$ cat src/rtl/regbank_write_scheduler_if.sv
// Write-port sharing bus: two writeback requesters, bank write port, decode scoreboard queries.
interface regbank_write_scheduler_if #(
  parameter int unsigned DATA_W = 32,
  parameter int unsigned ADDR_W = 5
);
  logic              a_valid;
  logic              a_ready;
  logic [ADDR_W-1:0] a_addr;
  logic [DATA_W-1:0] a_data;
  logic              b_valid;
  logic              b_ready;
  logic [ADDR_W-1:0] b_addr;
  logic [DATA_W-1:0] b_data;
  logic              rf_regwrite;
  logic [ADDR_W-1:0] rf_write_end;
  logic [DATA_W-1:0] rf_write_in;
  logic [ADDR_W-1:0] query_addr1;
  logic [ADDR_W-1:0] query_addr2;
  logic              busy1;
  logic              busy2;
  logic              idle;

  // Requesters and decode side.
  modport master (
    output a_valid, a_addr, a_data, b_valid, b_addr, b_data, query_addr1, query_addr2,
    input  a_ready, b_ready, rf_regwrite, rf_write_end, rf_write_in, busy1, busy2, idle
  );

  // Scheduler side.
  modport slave (
    input  a_valid, a_addr, a_data, b_valid, b_addr, b_data, query_addr1, query_addr2,
    output a_ready, b_ready, rf_regwrite, rf_write_end, rf_write_in, busy1, busy2, idle
  );
endinterface

$ cat src/rtl/regbank_write_scheduler.sv
// Round-robin scheduler sharing the register bank's single write port between
// two 1-deep writeback buffers, with a pending-write scoreboard for decode.
module regbank_write_scheduler #(
  parameter int unsigned DATA_W = 32,
  parameter int unsigned ADDR_W = 5
) (
  input  logic                     clock,
  input  logic                     reset_n,
  regbank_write_scheduler_if.slave bus
);

  localparam int unsigned NREG = 1 << ADDR_W;

  logic              a_full_q, a_full_d;
  logic [ADDR_W-1:0] a_addr_q, a_addr_d;
  logic [DATA_W-1:0] a_data_q, a_data_d;
  logic              b_full_q, b_full_d;
  logic [ADDR_W-1:0] b_addr_q, b_addr_d;
  logic [DATA_W-1:0] b_data_q, b_data_d;
  logic              rr_ptr_q, rr_ptr_d;     // 0: A favoured, 1: B favoured
  logic              regwrite_q, regwrite_d;
  logic [ADDR_W-1:0] wr_end_q, wr_end_d;
  logic [DATA_W-1:0] data1_q, data1_d;       // issue-stage data
  logic [DATA_W-1:0] data2_q, data2_d;       // held for the bank's negedge sample
  logic              s1_vld_q, s1_vld_d;     // entry in commit cycle
  logic [ADDR_W-1:0] s1_addr_q, s1_addr_d;
  logic              s2_vld_q, s2_vld_d;     // entry in bank-write cycle
  logic [ADDR_W-1:0] s2_addr_q, s2_addr_d;
  logic [NREG-1:0]   sb_q, sb_d;

  logic              grant_a, grant_b, any_grant;
  logic              acc_a, acc_b, keep_s2;
  logic [ADDR_W-1:0] g_addr;
  logic [DATA_W-1:0] g_data;

  // Arbitration over full buffers and acceptance into empty ones.
  always_comb begin
    grant_a   = a_full_q & (~b_full_q | ~rr_ptr_q);
    grant_b   = b_full_q & (~a_full_q | rr_ptr_q);
    any_grant = grant_a | grant_b;
    g_addr    = grant_a ? a_addr_q : b_addr_q;
    g_data    = grant_a ? a_data_q : b_data_q;
    acc_a     = bus.a_valid & ~a_full_q;
    acc_b     = bus.b_valid & ~b_full_q;
  end

  // Next-state: buffers, pointer, issue/commit pipeline and scoreboard.
  always_comb begin
    a_full_d   = a_full_q;
    a_addr_d   = a_addr_q;
    a_data_d   = a_data_q;
    b_full_d   = b_full_q;
    b_addr_d   = b_addr_q;
    b_data_d   = b_data_q;
    rr_ptr_d   = rr_ptr_q;
    sb_d       = sb_q;
    keep_s2    = 1'b0;

    if (grant_a) a_full_d = 1'b0;
    if (grant_b) b_full_d = 1'b0;
    if (acc_a) begin
      a_full_d = 1'b1;
      a_addr_d = bus.a_addr;
      a_data_d = bus.a_data;
    end
    if (acc_b) begin
      b_full_d = 1'b1;
      b_addr_d = bus.b_addr;
      b_data_d = bus.b_data;
    end

    // Pointer moves only when both sides competed.
    if (a_full_q & b_full_q) rr_ptr_d = ~rr_ptr_q;

    regwrite_d = any_grant & (g_addr != '0);
    wr_end_d   = any_grant ? g_addr : wr_end_q;
    data1_d    = any_grant ? g_data : data1_q;
    data2_d    = data1_q;
    s1_vld_d   = any_grant;
    s1_addr_d  = any_grant ? g_addr : s1_addr_q;
    s2_vld_d   = s1_vld_q;
    s2_addr_d  = s1_addr_q;

    // A later write to the same register keeps the bit set until it lands too.
    keep_s2 = (a_full_q & (a_addr_q == s2_addr_q)) |
              (b_full_q & (b_addr_q == s2_addr_q)) |
              (s1_vld_q & (s1_addr_q == s2_addr_q));
    if (s2_vld_q & ~keep_s2) sb_d[s2_addr_q] = 1'b0;
    if (acc_a & (bus.a_addr != '0)) sb_d[bus.a_addr] = 1'b1;
    if (acc_b & (bus.b_addr != '0)) sb_d[bus.b_addr] = 1'b1;
  end

  // State registers; reset drops everything in flight.
  always_ff @(posedge clock or negedge reset_n) begin
    if (!reset_n) begin
      a_full_q   <= 1'b0;
      a_addr_q   <= '0;
      a_data_q   <= '0;
      b_full_q   <= 1'b0;
      b_addr_q   <= '0;
      b_data_q   <= '0;
      rr_ptr_q   <= 1'b0;
      regwrite_q <= 1'b0;
      wr_end_q   <= '0;
      data1_q    <= '0;
      data2_q    <= '0;
      s1_vld_q   <= 1'b0;
      s1_addr_q  <= '0;
      s2_vld_q   <= 1'b0;
      s2_addr_q  <= '0;
      sb_q       <= '0;
    end else begin
      a_full_q   <= a_full_d;
      a_addr_q   <= a_addr_d;
      a_data_q   <= a_data_d;
      b_full_q   <= b_full_d;
      b_addr_q   <= b_addr_d;
      b_data_q   <= b_data_d;
      rr_ptr_q   <= rr_ptr_d;
      regwrite_q <= regwrite_d;
      wr_end_q   <= wr_end_d;
      data1_q    <= data1_d;
      data2_q    <= data2_d;
      s1_vld_q   <= s1_vld_d;
      s1_addr_q  <= s1_addr_d;
      s2_vld_q   <= s2_vld_d;
      s2_addr_q  <= s2_addr_d;
      sb_q       <= sb_d;
    end
  end

  // Output drive.
  assign bus.a_ready      = ~a_full_q;
  assign bus.b_ready      = ~b_full_q;
  assign bus.rf_regwrite  = regwrite_q;
  assign bus.rf_write_end = wr_end_q;
  assign bus.rf_write_in  = data2_q;
  assign bus.busy1        = sb_q[bus.query_addr1];
  assign bus.busy2        = sb_q[bus.query_addr2];
  assign bus.idle         = ~(a_full_q | b_full_q | s1_vld_q | s2_vld_q);

endmodule

$ cat src/flat_wrapper.sv
// flat-port wrapper written by rule: the top's interface ports become plain ports
module regbank_write_scheduler_flat 
#(
  parameter int unsigned DATA_W = 32,
  parameter int unsigned ADDR_W = 5
)
  (clock, reset_n, bus_a_valid, bus_a_addr, bus_a_data, bus_b_valid, bus_b_addr, bus_b_data, bus_query_addr1, bus_query_addr2, bus_a_ready, bus_b_ready, bus_rf_regwrite, bus_rf_write_end, bus_rf_write_in, bus_busy1, bus_busy2, bus_idle);
  regbank_write_scheduler_if #(.DATA_W(DATA_W), .ADDR_W(ADDR_W)) bus_i ();
  input  logic clock;
  input  logic reset_n;
  input wire logic [$bits(bus_i.a_valid)-1:0] bus_a_valid;
  input wire logic [$bits(bus_i.a_addr)-1:0] bus_a_addr;
  input wire logic [$bits(bus_i.a_data)-1:0] bus_a_data;
  input wire logic [$bits(bus_i.b_valid)-1:0] bus_b_valid;
  input wire logic [$bits(bus_i.b_addr)-1:0] bus_b_addr;
  input wire logic [$bits(bus_i.b_data)-1:0] bus_b_data;
  input wire logic [$bits(bus_i.query_addr1)-1:0] bus_query_addr1;
  input wire logic [$bits(bus_i.query_addr2)-1:0] bus_query_addr2;
  output wire logic [$bits(bus_i.a_ready)-1:0] bus_a_ready;
  output wire logic [$bits(bus_i.b_ready)-1:0] bus_b_ready;
  output wire logic [$bits(bus_i.rf_regwrite)-1:0] bus_rf_regwrite;
  output wire logic [$bits(bus_i.rf_write_end)-1:0] bus_rf_write_end;
  output wire logic [$bits(bus_i.rf_write_in)-1:0] bus_rf_write_in;
  output wire logic [$bits(bus_i.busy1)-1:0] bus_busy1;
  output wire logic [$bits(bus_i.busy2)-1:0] bus_busy2;
  output wire logic [$bits(bus_i.idle)-1:0] bus_idle;
  assign bus_i.a_valid = bus_a_valid;
  assign bus_i.a_addr = bus_a_addr;
  assign bus_i.a_data = bus_a_data;
  assign bus_i.b_valid = bus_b_valid;
  assign bus_i.b_addr = bus_b_addr;
  assign bus_i.b_data = bus_b_data;
  assign bus_i.query_addr1 = bus_query_addr1;
  assign bus_i.query_addr2 = bus_query_addr2;
  assign bus_a_ready = bus_i.a_ready;
  assign bus_b_ready = bus_i.b_ready;
  assign bus_rf_regwrite = bus_i.rf_regwrite;
  assign bus_rf_write_end = bus_i.rf_write_end;
  assign bus_rf_write_in = bus_i.rf_write_in;
  assign bus_busy1 = bus_i.busy1;
  assign bus_busy2 = bus_i.busy2;
  assign bus_idle = bus_i.idle;
  regbank_write_scheduler #(.DATA_W(DATA_W), .ADDR_W(ADDR_W)) u_core (.clock(clock), .reset_n(reset_n), .bus(bus_i));
endmodule
$ cat config.mk
export PLATFORM = sky130hd
export DESIGN_NAME = regbank_write_scheduler_flat
export DESIGN_NICKNAME = d
export VERILOG_FILES = /design/src/rtl/regbank_write_scheduler_if.sv /design/src/rtl/regbank_write_scheduler.sv /design/src/flat_wrapper.sv
export SDC_FILE = /design/constraint.sdc
export NUM_CORES = 1
export LEC_CHECK = 0
export CORE_MARGIN = 5
export CORE_UTILIZATION = 30
export CTS_BUF_LIST = sky130_fd_sc_hd__clkbuf_4 sky130_fd_sc_hd__clkbuf_8
export CTS_CLUSTER_SIZE = 8
export DETAILED_ROUTE_END_ITERATION = 16
export DONT_BUFFER_PORTS = 1
export MAX_ROUTING_LAYER = met4
export PLACE_DENSITY = 0.41
export SYNTH_ARGS = -nofsm -noshare
export SYNTH_HDL_FRONTEND = slang
export SYNTH_SLANG_ARGS = --single-unit
$ cat constraint.sdc
create_clock -name clock -period 2.51 [get_ports clock]
set_input_delay 0.3765 -clock clock [delete_from_list [all_inputs] [get_ports clock]]
set_output_delay 0.3765 -clock clock [all_outputs]
set_load 0.02 [all_outputs]
## After elaboration in Yosys (flattened, before gate mapping)

Index checks and enable logic that the tools add are counted.

| cells by class | value |
|---|---|
| magnitude comparators | 8 |
| equal/unequal tests | 3 |
| muxes and demuxes | 19 |
| bitwise gates (word level) | 29 |
| reductions and logical operators | 8 |

Operators with widths:

| operator | count |
|---|---|
| 32-bit 2-to-1 mux | 4 |
| 32-bit OR | 2 |
| 32-bit AND | 1 |
| 32-bit NOT | 1 |
| 5-bit by 6-bit less-than comparator with 1-bit output (second input constant) | 5 |
| 1-bit demux with 5-bit select | 3 |
| 5-bit equality test | 3 |
| 5-bit by 1-bit >= comparator with 1-bit output (second input constant) | 3 |
| 5-bit nonzero test | 3 |
| 1-bit AND | 12 |
| 1-bit binary-select mux with 5-bit select | 2 |
| 1-bit 2-to-1 mux | 9 |
| 1-bit OR | 8 |
| 5-bit 2-to-1 mux | 1 |
| 1-bit NOT | 5 |
| 2-bit nonzero test | 2 |
| 1-bit logical AND | 3 |

| storage, ports and cells | value |
|---|---|
| bits in registers | 186 |
| logic and storage cells | 82 |

## Logic depth before layout (Yosys ltp)

| depth | value |
|---|---|
| depth in word-level cells | 11 |
| gate-level depth with buffers | 8 |

## Worst setup path after synthesis

No wires, ideal clock.

| timing path | value |
|---|---|
| path type | input-to-output |
| start | input bus_query_addr1[1] |
| end | output bus_busy1 |
| data arrival time | 1.518 ns |
| data required time | 2.134 ns |
| path slack | 0.616 ns |
| stages on the path | 7 |
| path buffers | 2 |
| cell sequence | buf_2 buf_4 mux2i_1 a22oi_1 nand3_1 nand2_1 a311o_1 |

| on the way | value |
|---|---|
| word-level cells in the longest chain between the ends | 2 |

RTL lines:

| item | line | source |
|---|---|---|
| start: declaration | flat_wrapper.sv:17 | `input wire logic [$bits(bus_i.query_addr1)-1:0] bus_query_addr1;` |
| 1-bit binary-select mux with 5-bit select | regbank_write_scheduler.sv:138 | `assign bus.busy1 = sb_q[bus.query_addr1];` |
| 1-bit 2-to-1 mux (implied by the code) | regbank_write_scheduler.sv:138 |  |
| end: declaration | flat_wrapper.sv:24 | `output wire logic [$bits(bus_i.busy1)-1:0] bus_busy1;` |

No other way between the ends. The select of a mux whose other input is x is not followed.

## Final worst setup path

| timing path | value |
|---|---|
| start | register u_core.a_full_q |
| end | output bus_idle |

| on the way | value |
|---|---|
| word-level cells in the longest chain between the ends | 4 |

RTL lines:

| item | line | source |
|---|---|---|
| start: declaration | regbank_write_scheduler.sv:14 | `logic a_full_q, a_full_d;` |
| start signal: assignment | regbank_write_scheduler.sv:113 | `a_full_q <= a_full_d;` |
| 1-bit OR (3 in a row) | regbank_write_scheduler.sv:140 | `assign bus.idle = ~(a_full_q \| b_full_q \| s1_vld_q \| s2_vld_q);` |
| 1-bit NOT | regbank_write_scheduler.sv:140 |  |
| end: declaration | flat_wrapper.sv:26 | `output wire logic [$bits(bus_i.idle)-1:0] bus_idle;` |

No other way between the ends.

==> impl_metrics.csv <==
group,metric,value,unit
sta,skew,0.0202,ns
drt,drt_iter0_drc,371,
floorplan,initial_core_util,0.306,
flow_run,maxCapViolations,0,
final_layout,syn2layout_area_growth,16.6,%
floorplan,row_count,60,
critical_path,critical_path_class,"reg2out",
clock_network,cts_hold_buf,59,
sta,whs,-0.397,ns
yosys,yosysWarnings,0,
final_layout,n_fill_cell,2805,
drt,wl_met3,1420,um
placement,io_buffers,0,
critical_path,rr_worst_depth,6,
floorplan,die_area,31100,um2
sta,tns,0,ns
outcome,run_status,"finished with violations",
floorplan,die_y,176,um
final_layout,drive_gt1_frac,0.0760,
sta,hold_viol,186,
drt,wl_met2,11900,um
outcome,violations,"negative hold slack",
sta,setup_viol,0,
yosys,syn_area,8290,um2
worst_hold_path,min_path_type,"in2async",
yosys,yosysSeqAreaShare,0.562,
sta,finalCritPeriodShare,0.868,
sta,rsz0062_at_grt,"no",
global_route,grt_usage,0.168,
yosys,ys_seq_elements,186,
final_layout,seqCellArea,4650,um2
placement,dp_hpwl,16700,um
sta,worst_pin_slew,0.880,ns
drt,ant_nets,0,
critical_path,max_stage_delay,0.47,ns
clock_network,post_cts_resized,0,
yosys,synth_nets,954,
power,power.leakage,0.00430,uW
floorplan,ioPinCount,131,
drt,routed.top_layer,"met4",
global_route,grt_max_degree,187,
yosys,syn_inst,866,
clock_network,htree_levels,4,
critical_path,cp_top_family,"buffers and inverters",
final_layout,nets,996,
final_layout,num_antenna_cells,0,
sta,slew_headroom,0.409,
critical_path,ff2ff_setup_slack,0.60,ns
clock_network,clock-sinks,186,
power,cellPowerDensity,1080,nW/um2
drt,drc,0,
floorplan,core-area,27100,um2
critical_path,crit_buf_inv,2,
critical_path,cp_slowest_cell,"dfrtp_1",
yosys,synth_cell_types,40,
drt,routed_wl,25100,um
drt,route.vias.total,6218,
clock_network,clkLatencyLatePin,0.48,ns
critical_path,r2r_start,"u_core.a_full_q",
sta,finalCriticalPeriod,2.18,ns
drt,drt_pass1_iterations,5,
sta,fmax,459,MHz
power,peakVddDrop,0.451,mV
clock_network,clockRootBuffer,"clkbuf_8",
sta,maxSlewViolCount,0,
global_route,overflow,0,
global_route,grt_first_pass_wirelength,39400,um
critical_path,r2r_end,"u_core.sb_q[25]",
clock_network,cts_buffer_depth,2,
critical_path,crit_path_end_kind,"output pin",
yosys,syn_area_per_cell,9.57,um2
critical_path,startpoint_type,"flip-flop",
final_layout,multi_input_area,3350,um2
critical_path,cp.arrival,1.80,ns
placement,gp_congestion,0.803,
clock_network,clk_pin_slew,0.11,ns
clock_network,cts_buffers,17,
drt,post_drt_wl_per_cell,19.4,um
global_route,antenna_found_initial,0,
critical_path,crit_chain,"clkinv_1 > nand2_1 > nor3_1 > buf_4",
critical_path,cp_max_fo,7,
clock_network,cts_tree,"built",
critical_path,crit_required,2.13,ns
floorplan,die_w,176,um
global_route,grt_pass1_vias,6538,
drt,m1WireLength,11500,um
drt,via_per_inst,4.81,
per-layer routing:
metal,vias to the layer above,GRT usage
met5,-,-
met4,0,0.0393
met3,14,0.0381
met2,146,0.263
met1,3035,0.223
li1,3023,-
cells in the final DEF (no fill, tap or decap), types with 3 or more instances in the layout:
master / synthesis / final
a21oi_1: 7 / 7
a22oi_1: 26 / 26
a32oi_1: 9 / 9
and2_1: 4 / 4
and3_1: 6 / 6
and3b_1: 3 / 3
buf_4: 6 / 17
clkbuf_8: 0 / 18
clkinv_8: 0 / 6
dfrtp_1: 186 / 186
dlygate4sd3_1: 0 / 59
inv_6: 0 / 3
mux2i_1: 42 / 42
nand2_1: 317 / 315
nand3_1: 11 / 11
nand4_1: 4 / 4
nor2_1: 66 / 66
nor2b_1: 9 / 7
nor3_1: 6 / 6
nor3b_1: 10 / 10
o221a_2: 10 / 10
o22ai_1: 28 / 28
o31ai_1: 31 / 31
xnor2_1: 11 / 11
xor2_1: 5 / 5
cells in the mapped netlist:
| master | instances | area, um2 |
|---|---|---|
| o21ai_0 | 2 | 10.0 |
| nand4_1 | 4 | 25.0 |
| a211oi_1 | 2 | 15.0 |
| buf_2 | 14 | 70.1 |
| and3_1 | 6 | 37.5 |
| buf_1 | 7 | 26.3 |
| nand3_1 | 11 | 55.1 |
| o21ai_2 | 1 | 8.76 |
| nor2_1 | 66 | 248 |
| a311o_1 | 2 | 20.0 |
| and2_1 | 4 | 25.0 |
| a21oi_1 | 7 | 35.0 |
| inv_1 | 1 | 3.75 |
| nor2b_1 | 9 | 56.3 |
| o32ai_4 | 1 | 27.5 |
| o31ai_1 | 31 | 233 |
| nor3b_2 | 1 | 12.5 |
| o31a_2 | 1 | 10.0 |
| o221a_2 | 10 | 113 |
| nor3_1 | 6 | 30.0 |
| a22oi_1 | 26 | 195 |
| nor3b_1 | 10 | 75.1 |
| buf_4 | 6 | 45.0 |
| and3b_1 | 3 | 26.3 |
| mux2i_1 | 42 | 420 |
| xor2_1 | 5 | 43.8 |
| and3b_2 | 1 | 10.0 |
| nand4b_1 | 2 | 17.5 |
| buf_6 | 7 | 78.8 |
| a32oi_1 | 9 | 78.8 |
| nand2_1 | 317 | 1190 |
| or4_1 | 2 | 15.0 |
| nand2b_1 | 2 | 12.5 |
| dfrtp_1 | 186 | 4650 |
| clkinv_1 | 1 | 3.75 |
| and3_2 | 1 | 7.51 |
| o22ai_1 | 28 | 175 |
| clkbuf_1 | 20 | 75.1 |
| nor4_1 | 1 | 6.26 |
| xnor2_1 | 11 | 96.3 |
registers in the layout, summed over array words and instances, names as in the netlist:
signal                   count
u_core.a_addr_q              5
u_core.a_data_q             32
u_core.a_full_q              1
u_core.b_addr_q              5
u_core.b_data_q             32
u_core.b_full_q              1
u_core.bus.rf_regwrite       1
u_core.bus.rf_write_end      5
u_core.bus.rf_write_in      32
u_core.data1_q              32
u_core.rr_ptr_q              1
u_core.s1_vld_q              1
u_core.s2_addr_q             5
u_core.s2_vld_q              1
u_core.sb_q                 32
per-stage QoR:
stage | cells | cell area, um2 | power (uW) | setup slack [ns] | utilization
6_report | 1293 | 9660 | 10500 | 0.331 | 0.357
5_1_grt | 1293 | 9660 | 11300 | 0.153 | 0.357
4_1_cts | 1293 | 9660 | 10700 | 0.274 | 0.357
3_5_place_dp | 1202 | 8630 | 8350 | 0.637 | 0.318
3_3_place_gp | 1202 | 8630 | 8330 | 0.644 | 0.318
2_1_floorplan | 866 | 8290 | 7420 | 0.616 | -
repair_timing:
action                                  4_1_cts  5_1_grt
endpoints found under the setup margin        0        0
setup buffers                                 0        0
hold endpoints to repair                    245      186
cell type report:
type | instances | share of cell area
tap | 372 | 0.0482
inverter | 2 | 0.000777
timing repair buffer | 77 | 0.0764
sequential | 186 | 0.482
multi-input combinational | 624 | 0.347
clock inverter | 14 | 0.0206
clock buffer | 18 | 0.0256
cell families (layout without fill, tap and decap cells):
family | Yosys count | in the layout | share of synthesized area
and+or+nand+nor | 446 | 446 | 0.223
buffers and inverters | 56 | 111 | 0.0365
AOI/OAI and AO/OA | 120 | 120 | 0.111
muxes | 42 | 42 | 0.0507
xor gates and xnor gates | 16 | 16 | 0.0169
DFF | 186 | 186 | 0.562
power by group:
part / total [uW] / leakage [uW] / switching, uW / internal [uW]
sequential: 5630 / 0.00218 / 1440 / 4200
clock: 2170 / 0.000220 / 1280 / 893
combinational: 2670 / 0.00190 / 1510 / 1170
total: 10500 / 0.00430 / 4220 / 6250
worst max-delay path by stage:
stage	cells past startpoint	startpoint	endpoint
floorplan	7	bus_query_addr1[1]	bus_busy1
global placement	6	u_core.s2_addr_q[2]	u_core.sb_q[16]
detailed placement	6	u_core.s2_addr_q[2]	u_core.sb_q[23]
CTS	4	u_core.a_full_q	bus_idle
global route	4	u_core.a_full_q	bus_idle
finish	4	u_core.a_full_q	bus_idle
Note: power is estimated with default switching activity, not from simulation.
